$ cat src/rtl/riscv_shift_unit_pkg.sv
// Shared types for the iterative RV32I shifter: op encoding, FSM states and latency helper.
// The package is imported by the shift-step datapath and by the control/top module.
`ifndef SHU_LATENCY
`define SHU_LATENCY(n) ((n) + 1)
`endif

package riscv_shift_unit_pkg;

  typedef enum logic [1:0] {
    SH_SLL = 2'b00,
    SH_SRL = 2'b01,
    SH_SRA = 2'b10
  } shift_op_e;

  typedef enum logic [1:0] {
    SHU_IDLE  = 2'b00,
    SHU_SHIFT = 2'b01,
    SHU_DONE  = 2'b10
  } shu_state_e;

  // Cycles from the accepting edge to the done cycle, inclusive of the done cycle.
  function automatic int shu_latency(input int n);
    return n + 1;
  endfunction

endpackage

$ cat src/rtl/riscv_shift_unit_step.sv
// One-bit shift datapath: returns acc shifted by a single position for the given op.
// The unused encoding 2'b11 falls through to a left shift.
module riscv_shift_unit_step
  import riscv_shift_unit_pkg::*;
#(
  parameter int WIDTH = 32
) (
  input  logic [1:0]       op,
  input  logic [WIDTH-1:0] acc,
  output logic [WIDTH-1:0] acc_next
);

  // NOTE: every always_comb output gets a default first so no path can infer a latch.
  always_comb begin
    acc_next = {acc[WIDTH-2:0], 1'b0};
    case (op)
      SH_SRL:  acc_next = {1'b0, acc[WIDTH-1:1]};
      SH_SRA:  acc_next = {acc[WIDTH-1], acc[WIDTH-1:1]};
      default: acc_next = {acc[WIDTH-2:0], 1'b0};
    endcase
  end

endmodule

$ cat src/rtl/riscv_shift_unit.sv
// Multi-cycle shifter for SLL/SRL/SRA: one bit per clock, done pulses for one cycle and
// the registered result holds until the next shift completes.
module riscv_shift_unit
  import riscv_shift_unit_pkg::*;
#(
  parameter int WIDTH   = 32,
  parameter int SHAMT_W = $clog2(WIDTH)
) (
  input  logic             clk,
  input  logic             rst,
  input  logic             start,
  input  logic [1:0]       op,
  input  logic [WIDTH-1:0] a,
  input  logic [WIDTH-1:0] shamt,
  output logic             busy,
  output logic             done,
  output logic [WIDTH-1:0] result
);

  shu_state_e         state_q, state_d;
  logic [WIDTH-1:0]   acc_q;
  logic [WIDTH-1:0]   acc_step;
  logic [WIDTH-1:0]   result_q;
  logic [SHAMT_W-1:0] cnt_q;
  logic [SHAMT_W-1:0] shamt_m;
  logic [1:0]         op_q;
  logic               accept;
  logic               last_step;

  // Upper shamt bits are architecturally ignored; shifts are modulo WIDTH.
  logic unused_shamt;
  assign unused_shamt = ^shamt[WIDTH-1:SHAMT_W];

  assign shamt_m   = shamt[SHAMT_W-1:0];
  assign accept    = start && (state_q == SHU_IDLE || state_q == SHU_DONE);
  assign last_step = (state_q == SHU_SHIFT) && (cnt_q == SHAMT_W'(1));

  riscv_shift_unit_step #(
    .WIDTH(WIDTH)
  ) u_step (
    .op       (op_q),
    .acc      (acc_q),
    .acc_next (acc_step)
  );

  // NOTE: sequential state uses non-blocking assignments so every register samples pre-edge values.
  always_ff @(posedge clk) begin
    if (rst) begin
      state_q <= SHU_IDLE;
    end else begin
      state_q <= state_d;
    end
  end

  always_comb begin
    state_d = state_q;
    case (state_q)
      SHU_IDLE, SHU_DONE: begin
        if (start) begin
          state_d = (shamt_m == '0) ? SHU_DONE : SHU_SHIFT;
        end else begin
          state_d = SHU_IDLE;
        end
      end
      SHU_SHIFT: begin
        if (cnt_q == SHAMT_W'(1)) begin
          state_d = SHU_DONE;
        end
      end
      default: state_d = SHU_IDLE;
    endcase
  end

  always_comb begin
    busy = (state_q == SHU_SHIFT);
    done = (state_q == SHU_DONE);
  end

  assign result = result_q;

  // Operands are captured only on acceptance, so input changes during SHIFT have no effect.
  always_ff @(posedge clk) begin
    if (rst) begin
      acc_q    <= '0;
      cnt_q    <= '0;
      op_q     <= SH_SLL;
      result_q <= '0;
    end else if (accept) begin
      acc_q <= a;
      cnt_q <= shamt_m;
      op_q  <= op;
      if (shamt_m == '0) begin
        result_q <= a;
      end
    end else if (state_q == SHU_SHIFT) begin
      acc_q <= acc_step;
      cnt_q <= cnt_q - SHAMT_W'(1);
      if (last_step) begin
        result_q <= acc_step;
      end
    end
  end

endmodule

$ cat config.mk
export PLATFORM = sky130hd
export DESIGN_NAME = riscv_shift_unit
export DESIGN_NICKNAME = d
export VERILOG_FILES = /design/src/rtl/riscv_shift_unit_pkg.sv /design/src/rtl/riscv_shift_unit_step.sv /design/src/rtl/riscv_shift_unit.sv
export SDC_FILE = /design/constraint.sdc
export NUM_CORES = 1
export LEC_CHECK = 0
export ABC_AREA = 1
export CORE_MARGIN = 3
export CORE_UTILIZATION = 40
export DETAILED_ROUTE_END_ITERATION = 7
export GPL_TIMING_DRIVEN = 1
export PLACE_DENSITY = 0.68
export SKIP_LAST_GASP = 1
export SLEW_MARGIN = 20
export SYNTH_ARGS = -nofsm -noshare
export SYNTH_HDL_FRONTEND = slang
export SYNTH_SLANG_ARGS = --single-unit
$ cat constraint.sdc
create_clock -name clk -period 4.35 [get_ports clk]
set_input_delay 1.0875 -clock clk [delete_from_list [all_inputs] [get_ports clk]]
set_output_delay 1.0875 -clock clk [all_outputs]
set_load 0.05 [all_outputs]
==> Word level (Yosys, flattened, before mapping) <==
Cells that the tools add are included.
{ "word_totals": {"register_bits": 73, "latchBits": 0, "ram_bits": 0, "romBits": 0, "inputBits": 69, "output_inout_bits": 34, "wordCells": 35, "memories": 0} }
{ "classes": {"n_addsub": 1, "multipliers": 0, "n_div": 0, "magnitude_cmp": 0, "eq_ne": 7, "n_shift": 0, "n_mux": 13, "bitwise_logic": 0, "n_reduce_logical": 9} }
{ "ops": {"columns": ["cell", "count"], "rows": [
  ["$mux W32", 6],
  ["$pmux W32 S2", 1],
  ["$mux W5", 2],
  ["$mux W2", 3],
  ["$eq A5 B1 Y1 const B", 1],
  ["$logic_not A5 Y1", 1],
  ["$sub A5 B1 Y5 const B", 1],
  ["$eq A2 B1 Y1 const B", 2],
  ["$eq A2 B2 Y1 const B", 2],
  ["$ne A2 B1 Y1 const B", 2],
  ["$pmux W2 S2", 1],
  ["$reduce_bool A2 Y1", 2],
  ["$reduce_and A3 Y1", 1],
  ["$logic_and A1 B1 Y1", 2],
  ["$logic_not A2 Y1", 1],
  ["$reduce_or A2 Y1", 1],
  ["$logic_or A1 B1 Y1", 1]
]} }

==> Logic depth before layout (Yosys ltp) <==
{ "logic_depth": {"word_depth": 5, "mapped_depth": 11, "mapped_depth_nobuf": 10} }

==> Hierarchy <==
Synthesis repeated with hierarchy kept, for this count alone.
{ "unflattened": {"hier_cells": 635, "area_unflattened_um2": 4041.4} }
{ "by_module_without_submodules": {"columns": ["module", "instances", "cells_each", "area_per_inst_um2", "seq_area_each_um2"], "rows": [
  ["riscv_shift_unit", 1, 463, 3289.4, 1461.4],
  ["riscv_shift_unit_step", 1, 172, 752.0, 0.0]
]} }

==> Worst setup path before layout <==
Ideal clock, no wire load.
{ "synth_path": {"kind": "register -> output", "from": "register state_q[1]", "to": "output port done", "t_arrival_ns": 1.132, "required_time_ns": 3.263, "slack_ns": 2.131, "stages_incl_launch_ff": 3, "path_buffers": 0, "cell_sequence": "dfxtp_1 -> inv_1 -> nor2_1"} }
{ "synth_between": {"elab_chain_cells": 1} }
{ "synth_rtl": {"columns": ["element", "line_no", "rtl"], "rows": [
  ["start, declared", "riscv_shift_unit.sv:20", "shu_state_e state_q, state_d;"],
  ["start signal, assigned", "riscv_shift_unit.sv:51", "state_q <= state_d;"],
  ["$eq A2 B2 Y1", "riscv_shift_unit.sv:76", "done = (state_q == SHU_DONE);"],
  ["end, declared", "riscv_shift_unit.sv:16", "output logic done,"]
]} }
No other way between the ends.

==> Worst setup path after layout <==
{ "layout_path": {"from": "input port start", "to": "register result_q[11], in the netlist result[11]"} }
{ "layout_between": {"elab_chain_cells": 3, "word_cells_on_any_way": 6, "classes_between": "eq/ne: 1; mux: 1; reduce/logical: 4"} }
{ "layout_rtl": {"columns": ["element", "line_no", "rtl"], "rows": [
  ["start, declared", "riscv_shift_unit.sv:11", "input logic start,"],
  ["$logic_and A1 B1 Y1 (*)", "riscv_shift_unit.sv:35", "assign accept = start && (state_q == SHU_IDLE || state_q == SHU_DONE);"],
  ["$ne A2 B1 Y1 (no source line) / $reduce_bool A2 Y1 (equally long branches)", null, null],
  ["$reduce_and A3 Y1 (no source line)", null, null],
  ["end signal, assigned", "riscv_shift_unit.sv:99", "result_q <= acc_step;"],
  ["end, declared", "riscv_shift_unit.sv:23", "logic [WIDTH-1:0] result_q;"]
]} }
Mark *: on every way between the ends. The rest lies on a longest branch, timed or not.
A chain may end at the register's enable or synchronous reset.

==> metrics.txt <==
die height 104 µm; Synth area leaders dfxtp_1 (38%), nor2_1 (24%), nand2_1 (17%), inv_1 (4.5%), o21ai_0 (4.0%); Top Ports 103; Worst Path Buf+Inv 2; Port-buffer cells 75; most frequent cell after synthesis nor2_1; Die W 104 µm; clock share of power 0.241; outcome completed; maximum vdd drop 0.154 mV; internal power 1.17 mW; Post-synth ARST share 0; P_leak 2.23 nW; die area 10,900 µm²; Slew Viols, Final 0; ant diodes 0; Clk Latency, worst-skew pair 0.34 ns; Netlist Area Pre-Place 3870 µm²; synthesized flop and latch total 73; CP Max Fanout 69; Post-Syn Nets 728; Core ar. 9330 µm²; synthesized area per cell 5.90 µm²; PostCTS Resize Cnt 0; largest net degree at the start of global routing 70; Synth Warn # 0; Remaining DRCs 0; Worst path top cell family by delay simple AND/OR/NAND/NOR gates; worst-margin pin slew 0.743 ns; final worst path period share 0.671; startpoint types input pin; combinational fraction of design power 0.332; total vias in the final route 3,893; largest area contributor in the netlist dfxtp_1; Tmin final 2.92 ns; maximum clock insertion buffer count 2; Routed WL per cell 10.7 µm; post-route cell area 4780 µm²; slowest CP cell clkdlybuf4s50_1; worst path required time 4.58 ns; RSZ-0062 raised after global routing false; setup TNS 0 ns; switching power 0.702 mW; CTS root buf clkbuf_8; CTS Sinks 73; Worst Slack Setup Final 1.43 ns; share of post-route cells with drive strength above 1 0.0420; setup violators final 0; antenna violations before repair 0; EDFF count, synth 0; Mapped Cells 655; reg2reg start state_q[0]; final WL 9.03 mm; GR Overflow Total 0; TritonCTS clock tree done; pwr dens 390 nW/µm²; CP Data Arrival Time 3.15 ns; Fin. Hold Viols 0; area share of the leading cell type in the synthesized netlist 0.378; Hold Path Class reg -> reg; synth cell count leaders nor2_1 (252), nand2_1 (175), dfxtp_1 (73), inv_1 (46), o21ai_0 (31); vias in the first global route 3,546; first-pass GRT wire length 15.7 mm; Reg power frac 0.427; Layout Skew 0.00986 ns; fin nets 782; Post-synth top flop dfxtp_1; Unique masters post-synth 25; pre-CTS setup slack 1.07 ns; CP Launch Point start; Post-DP HPWL 5.64 mm; row cnt 35; Setup CP Type in -> reg; initial core utilization 0.415; Hold-fix buffers, CTS 0; CTS H-tree depth 3; max_slew headroom 0.504; Fmax 342 MHz; number of fill cells 1,011; dpl cell area 4630 µm²; hold_sp op_q[1]; Switching Fraction 0.376; Total GRT Usage 0.167; synth-to-layout area growth 23.7%; drt pass-1 iters 4; Via density 4.62; Iter 0 DRT Violations 150; Crit path largest cell delay 0.51 ns; clock buffer count from CTS 9; post-synthesis sequential area ratio 0.378; clk slew on worst S/H paths 0.07 ns; antenna viol nets, final 0; global placement routability congestion 0.766; Setup crit end kind flop; critical-path cell list clkdlybuf4s50_1 > nand2_4 > inv_4 > nand2_2 > nand2_4 > nand2_1 > nand2_1 > nor2_1; max cap viols 0; postcts setup bufs 0
-- path summary, 6_finish.rpt --
path | depth (start not counted) | endpoint | slack [ns]
hold reg to reg | 2 | op_q[1] | 0.48
setup reg to reg | 8 | result[11] | 2.21
hold / removal | 2 | op_q[1] | 0.48
setup / recovery | 8 | result[11] | 1.43
-- layout by cell type (no fill, tap or decap), drive strengths merged --
master,instances
nor2,253
nand2,180
clkdlybuf4s50,75
dfxtp,73
inv,50
o21ai,35
clkbuf,12
nand3,7
a21oi,6
a31oi,5
ha,4
clkinv,4
buf,4
or2,2
nand3b,1
nand4,1
o211ai,1
a21o,1
-- worst reg2reg max path, cell delays in order, from the launching register on --
cell	delay, ns
dfxtp_1	0.34
inv_2	0.13
nand2_4	0.41
inv_4	0.27
nand2_2	0.12
nand2_4	0.48
nand2_1	0.15
nand2_1	0.09
nor2_1	0.04
-- power by group through the flow --
stage,Sequential (mW),Combinational [mW],Clock (mW)
final,0.797,0.621,0.450
after CTS,0.797,0.626,0.472
after detailed placement,0.812,0.622,0
after floorplan,0.913,0.352,0
after global routing,0.807,0.697,0.495
after global placement,0.808,0.616,0
-- cells by family (layout without fill, tap and decap cells) --
family                     count (synthesis)  count (layout)  share of synthesized area
buffers and inverters                     86             145                     0.0980
adders and majority gates                  4               4                     0.0129
DFF                                       73              73                      0.378
and+or+nand+nor                          444             444                      0.446
AOI/OAI and AO/OA                         48              48                     0.0650
-- metal layers --
metal / part of all wire / routed length (µm) / vias to the layer above / global-route usage
li1: - / - / 2073 / -
met1: 0.48 / 4340 / 1724 / 0.210
met2: 0.46 / 4140 / 84 / 0.286
met3: 0.047 / 427 / 12 / 0.0329
met4: 0.015 / 133 / 0 / 0.0579
met5: 0 / 0 / - / 0
-- final cells by class --
cell class	count	area, µm²	area share
repair buffers	79	781	0.163
inverters	50	190	0.0398
well taps	129	161	0.0337
clock buffers	12	135	0.0283
clock inverters	4	20.0	0.00419
multi-input cells	496	2030	0.425
flip-flops and latches	73	1460	0.306
-- state kept, by name, summed over array words and instances, names as in the netlist --
signal and cells:
state_q 2, result 32, acc_q 32, cnt_q 5, op_q 2
-- stage by stage --
stage	hold slack (ns)	util	cells	power [mW]
floorplan	0.443	-	655	1.26
global placement	0.461	0.496	827	1.42
detailed placement	0.478	0.496	827	1.43
CTS	0.488	0.513	843	1.89
global route	0.519	0.513	843	2.00
finish	0.483	0.513	843	1.87
(Power assumes the default switching activity.)
